### config.mk
export PLATFORM = sky130hd
export DESIGN_NAME = vram_arbiter
export DESIGN_NICKNAME = d
export VERILOG_FILES = /design/src/rtl/vram_pkg.sv /design/src/rtl/vram_arbiter.sv
export SDC_FILE = /design/constraint.sdc
export NUM_CORES = 1
export LEC_CHECK = 0
export BUFFER_PORTS_ARGS = -buffer_cell sky130_fd_sc_hd__buf_2
export CORE_MARGIN = 1
export CORE_UTILIZATION = 34
export CTS_BUF_LIST = sky130_fd_sc_hd__clkbuf_4 sky130_fd_sc_hd__clkbuf_8
export DETAILED_ROUTE_END_ITERATION = 8
export GPL_TIMING_DRIVEN = 1
export PLACE_DENSITY = 0.77
export SYNTH_ARGS = -nofsm -noshare
export SYNTH_HDL_FRONTEND = slang
export SYNTH_SLANG_ARGS = --single-unit
export TNS_END_PERCENT = 50
### constraint.sdc
create_clock -name clk -period 1.9 [get_ports clk]
set_input_delay 0.38 -clock clk [delete_from_list [all_inputs] [get_ports clk]]
set_output_delay 0.38 -clock clk [all_outputs]
set_load 0.005 [all_outputs]
### src/rtl/vram_pkg.sv
// Shared types and constants for the VRAM request path.
package vram_pkg;

  typedef enum logic [1:0] {
    IDLE    = 2'd0,
    BUSY    = 2'd1,
    RELEASE = 2'd2
  } arb_state_e;

  localparam logic [3:0] VRAM_MASK_ALL = 4'hF;
  localparam int         NUM_PORTS     = 2;

endpackage

### src/rtl/vram_arbiter.sv
// Round-robin arbiter serialising two requesters onto one registered VRAM port.
// Grant one cycle after sel, ack one cycle after vram_ack_i; losers simply hold sel until served.
module vram_arbiter
  import vram_pkg::*;
#(
  parameter int ADDR_WIDTH = 32,
  parameter int DATA_WIDTH = 16
) (
  input  logic                  clk,
  input  logic                  reset_i,
  input  logic                  m0_sel_i,
  input  logic                  m0_wr_i,
  input  logic [3:0]            m0_mask_i,
  input  logic [ADDR_WIDTH-1:0] m0_addr_i,
  input  logic [DATA_WIDTH-1:0] m0_data_i,
  output logic                  m0_ack_o,
  output logic [DATA_WIDTH-1:0] m0_data_o,
  input  logic                  m1_sel_i,
  input  logic                  m1_wr_i,
  input  logic [3:0]            m1_mask_i,
  input  logic [ADDR_WIDTH-1:0] m1_addr_i,
  input  logic [DATA_WIDTH-1:0] m1_data_i,
  output logic                  m1_ack_o,
  output logic [DATA_WIDTH-1:0] m1_data_o,
  output logic                  vram_sel_o,
  output logic                  vram_wr_o,
  output logic [3:0]            vram_mask_o,
  output logic [ADDR_WIDTH-1:0] vram_addr_o,
  output logic [DATA_WIDTH-1:0] vram_data_out_o,
  input  logic [DATA_WIDTH-1:0] vram_data_in_i,
  input  logic                  vram_ack_i
);

  // Per-port request fields gathered into arrays so the grant index selects them.
  logic [NUM_PORTS-1:0]                 req;
  logic [NUM_PORTS-1:0]                 port_wr;
  logic [NUM_PORTS-1:0][3:0]            port_mask;
  logic [NUM_PORTS-1:0][ADDR_WIDTH-1:0] port_addr;
  logic [NUM_PORTS-1:0][DATA_WIDTH-1:0] port_data;

  assign req       = {m1_sel_i,  m0_sel_i};
  assign port_wr   = {m1_wr_i,   m0_wr_i};
  assign port_mask = {m1_mask_i, m0_mask_i};
  assign port_addr = {m1_addr_i, m0_addr_i};
  assign port_data = {m1_data_i, m0_data_i};

  arb_state_e state_q, state_d;
  logic       last_grant_q;
  logic       gnt_idx;
  logic       grant_en;
  logic       done_en;

  logic [NUM_PORTS-1:0]                 ack_q;
  logic [NUM_PORTS-1:0][DATA_WIDTH-1:0] rdata_q;

  always_ff @(posedge clk or negedge reset_i) begin
    if (!reset_i) begin
      state_q <= IDLE;
    end else begin
      state_q <= state_d;
    end
  end

  always_comb begin
    state_d  = state_q;
    gnt_idx  = 1'b0;
    grant_en = 1'b0;
    done_en  = 1'b0;
    case (state_q)
      IDLE: begin
        if (|req) begin
          grant_en = 1'b1;
          state_d  = BUSY;
          // A tie goes to whichever port was not served last.
          gnt_idx  = (&req) ? ~last_grant_q : req[1];
        end
      end
      BUSY: begin
        if (vram_ack_i) begin
          done_en = 1'b1;
          state_d = RELEASE;
        end
      end
      RELEASE: state_d = IDLE;
      default: state_d = IDLE;
    endcase
  end

  // last_grant_q doubles as the index of the port currently being served.
  always_ff @(posedge clk or negedge reset_i) begin
    if (!reset_i) begin
      last_grant_q    <= 1'b1;
      vram_sel_o      <= 1'b0;
      vram_wr_o       <= 1'b0;
      vram_mask_o     <= VRAM_MASK_ALL;
      vram_addr_o     <= '0;
      vram_data_out_o <= '0;
      ack_q           <= '0;
      rdata_q         <= '0;
    end else begin
      ack_q <= '0;
      if (grant_en) begin
        vram_sel_o      <= 1'b1;
        vram_wr_o       <= port_wr[gnt_idx];
        vram_mask_o     <= port_mask[gnt_idx];
        vram_addr_o     <= port_addr[gnt_idx];
        vram_data_out_o <= port_data[gnt_idx];
        last_grant_q    <= gnt_idx;
      end
      if (done_en) begin
        vram_sel_o            <= 1'b0;
        vram_wr_o             <= 1'b0;
        ack_q[last_grant_q]   <= 1'b1;
        if (!vram_wr_o) begin
          rdata_q[last_grant_q] <= vram_data_in_i;
        end
      end
    end
  end

  assign m0_ack_o  = ack_q[0];
  assign m1_ack_o  = ack_q[1];
  assign m0_data_o = rdata_q[0];
  assign m1_data_o = rdata_q[1];

endmodule

======== Word level (Yosys, flattened, before mapping) ========
Index checks and enable logic that the tools add are counted.
word-level totals
  register bits after elaboration ......... 91
  logic and storage cells ................. 53
  output and inout bits ................... 88
  input port bits ......................... 127
cells by class
  mux-type cells .......................... 28
  equal/unequal tests ..................... 3
  bitwise logic cells ..................... 2
  magnitude comparators ................... 3
  reduce and logical (&&, ||, !) cells .... 7
operators with widths
  operator            count
  $mux 32             2
  $mux 16             3
  $bwmux 32           1
  $demux 16 s1        1
  $mux 1              14
  $mux 4              2
  $mux 2              3
  $reduce_and 2->1    3
  $lt 1x2->1 const B  2
  $ne 2x2->1 const B  2
  $pmux 2 s2          1
  $eq 2x1->1 const B  1
  $logic_not 2->1     1
  $not 1->1           2
  $reduce_bool 2->1   1
  $reduce_or 2->1     1
  $demux 1 s1         1
  $ge 1x1->1 const B  1
  $logic_and 1x1->1   1

======== Longest topological paths before layout ========
  depth after elaboration ................. 8
  gate-level depth with buffers ........... 7

======== Worst setup path after synthesis ========
Ideal clock, no wire load.
  path type ............................... register to register
  start point ............................. register last_grant_q
  end point ............................... register rdata_q, in the netlist m1_data_o[10]
  data required time ...................... 1.775 ns
  buffers on the path ..................... 3
  data arrival time ....................... 1.737 ns
  setup time .............................. 0.125 ns
  cell stages (with the launch flop) ...... 7
  setup slack ............................. 0.038 ns
  cells stage by stage .................... dfstp_2 > buf_4 > inv_2 > or4_4 > buf_6 > buf_12 > mux2_4
between the ends
  longest elaborated chain between the ends .. 5
ends and longest elaborated chain
  what                                                                   RTL line             RTL
  start, declared                                                        vram_arbiter.sv:48   logic last_grant_q;
  start signal, assigned                                                 vram_arbiter.sv:108  last_grant_q <= gnt_idx;
  $lt 1x2->1 (implied by the code) / $ge 1x1->1 (equally long branches)  vram_arbiter.sv:115  rdata_q[last_grant_q] <= vram_data_in_i;
  $logic_and 1x1->1 (implied by the code)                                vram_arbiter.sv:115
  $mux 16 (implied by the code)                                          vram_arbiter.sv:115
  $demux 16 s1 (*)                                                       vram_arbiter.sv:115
  $bwmux 32 (*)                                                          vram_arbiter.sv:115
  end signal, assigned by index                                          vram_arbiter.sv:115
  end, declared                                                          vram_arbiter.sv:54   logic [NUM_PORTS-1:0][DATA_WIDTH-1:0] rdata_q;
Every way passes the cells marked *; elsewhere a longest branch is shown, timed or not.
A chain may end at the register's enable or synchronous reset.

======== Worst setup path after layout ========
  start point ............................. register last_grant_q
  end point ............................... register rdata_q, in the netlist m1_data_o[7]
The elaborated chain is that of the path after synthesis.

==> flow_summary.yaml <==
hold_path:
  hold_path_end: "state_q[0]"
  hold_class: "in2reg"
  hold_depth: 2
  min_from: "vram_ack_i"
sta:
  setup_ws_ns: 0.0596
  hold_violations: 0
  setup_violations: 0
  timing.slew.headroom_pct: 62.0
  tns_ns: 0
  fin_skew_ns: 0.00679
  rsz0062_at_grt: "false"
  fmax_mhz: 543
  slew_viol_final: 0
  tightest_slew_ns: 0.570
  period_minus_slack_ns: 1.84
  fin_crit_sh_pct: 96.9
route:
  vias_per_cell: 5.35
  routedWlPerCell_um: 15.6
  dr_total_vias: 4102
  drt_iter0_markers: 236
  wl_um: 12000
  drc: 0
  antenna_left: 0
  drt_pass1_iterations: 4
synth:
  synth-seq-area-share_pct: 54.2
  yosysTopAreaCell: "dfrtp_1"
  syn-instance-count: 403
  ys_warn_count: 0
  synth_nets: 530
  synth_ff_type: "dfrtp_1"
  synth.top_cell.area_share_pct: 51.1
  synth_area_um2: 4210
  synth_enable_flop_cells: 0
  ys_seq_elements: 91
  syn_avg_cell_area_um2: 10.5
  postSynth.asyncResetShare_pct: 100
  ys_top_cells_by_area: "dfrtp_1 (51%), nand4_1 (7.9%), a31oi_1 (7.7%)"
  synth_cell_types: 26
critical_path:
  worst-path-buf-inv: 1
  crit_chain: "inv_2 -> or4_4 -> mux2_4"
  reg2reg_to: "m1_data_o[7]"
  reg2regPathDepth: 3
  crit_required_ns: 2.13
  start_kind: "register"
  reg2reg_from: "last_grant_q"
  critPathMaxFanout: 16
  cp-end-kind: "register"
  slowest_delay_ns: 0.69
  ff2ff_setup_slack_ns: 0.06
  cp_top_family: "simple AND/OR/NAND/NOR gates"
  critPathSlowestCell: "or4_4"
  path_class: "reg2reg"
  cp.arrival_ns: 2.07
cts:
  htreeDepth: 3
  worstSkewPairLatency_ns: 0.35
  cts_hold_buf: 1
  cts_buffers: 9
  cts_tree: "yes"
  cts_resized: 0
  cts_num_sinks: 91
  clk_pin_slew_ns: 0.08
  cts_buffer_depth: 2
  post_cts_buffers: 0
  clock-root-buffer: "clkbuf_8"
global_route:
  gr-max-usage-layer: "met2"
  antenna_found_initial: 0
  grtUsageMet1_pct: 23.9
  overflow: 0
  grt_use_total_pct: 18.7
  grt_pass1_wl_um: 19100
  grt_pass1_vias: 3942
  grtUsageMet3_pct: 4.50
  grt_max_degree: 108
  use_met2_pct: 31.5
cells_and_area:
  num_antenna_cells: 0
  final_core_util_pct: 46.8
  final_common_cell: "buf_2"
  nets: 721
  stdcell_area_um2: 5650
  n_fill_cell: 1147
  area_growth_pct: 34.0
  drive_above_1_share_pct: 47.9
  final_cell_mix: "buf_2 (213), dfrtp_1 (86), o21ai_0 (54), nand4_1 (53), a21oi_1 (53)"
placed_design:
  hpwl_um: 8360
  placed_area_um2: 5440
  gp_congestion: 0.778
  io_buffer_count: 214
  placement.setup.worst_slack_ns: 0.0632
floorplan:
  num_rows: 40
  die_h_um: 113
  die_area_um2: 12800
  core_um2: 12100
  die_w_um: 113
  pin_count: 215
  start_util_pct: 34.9
pwr:
  power_leakage_uw: 0.00257
  ir_drop_v: 0.000542
  p_per_area_nw_per_um2: 1510
run_status:
  run_status: "complete, no violations"
run:
  drv_cap: 0
-- worst max-delay path by stage --
| stage | from | to | slack, ns | cells past startpoint |
|---|---|---|---|---|
| 2_1_floorplan | last_grant_q | m1_data_o[10] | 0.04 | 6 |
| 3_3_place_gp | last_grant_q | m1_data_o[10] | 0.11 | 3 |
| 3_5_place_dp | last_grant_q | m1_data_o[7] | 0.06 | 3 |
| 4_1_cts | last_grant_q | m1_data_o[7] | 0.05 | 3 |
| 5_1_grt | last_grant_q | m1_data_o[9] | 0.02 | 3 |
| 6_report | last_grant_q | m1_data_o[7] | 0.06 | 3 |
-- flip-flops by register name (all words and copies together), names as in the netlist --
signal / flops
vram_sel_o: 1
vram_wr_o: 1
vram_data_out_o: 16
last_grant_q: 1
vram_mask_o: 4
state_q: 2
vram_addr_o: 32
ack_q: 2
m1_data_o: 16
m0_data_o: 16
-- metrics by stage --
step,hold WS [ns],std cells,total power [uW]
after floorplan,0.0844,403,5670
after global placement,0.245,750,7200
after detailed placement,0.254,750,7360
after CTS,0.242,767,8630
after global routing,0.248,767,9210
final,0.260,767,8550
-- cell type report --
type	instances	area, um2	area share (%)
clock buffers	13	173	3.06
inverters	4	15.0	0.266
clock inverters	3	21.3	0.377
repair buffers	228	1230	21.8
flip-flops and latches	91	2280	40.4
well taps	168	210	3.72
multi-input cells	260	1710	30.3
-- per-layer routing --
layer	wire length, um	vias up
met3	899	8
met4	112	0
met1	5190	1972
met5	0	-
met2	5790	204
li1	-	1918
-- logic make-up (layout without fill, tap and decap cells) --
logic type,after synthesis,count (layout),share of synthesized area (%)
mux,32,32,9.44
buf+inv,52,248,5.61
flops,91,91,54.2
simple gates,66,66,9.68
compound gates,162,162,21.1
-- where the power goes --
| group | total (uW) | switching (uW) | internal [uW] |
|---|---|---|---|
| clock network | 1240 | 639 | 598 |
| logic | 3810 | 2020 | 1780 |
| registers | 3500 | 563 | 2940 |
| total | 8550 | 3230 | 5320 |
-- Yosys cell counts, drive strengths merged, types with 3 or more instances --
cell type / count
a21oi: 53
a31oi: 52
buf: 12
clkbuf: 36
dfrtp: 86
dfstp: 5
inv: 4
mux2: 32
nand2: 4
nand4: 53
nor2: 3
o21ai: 54
Note: power is estimated with default switching activity, not from simulation.
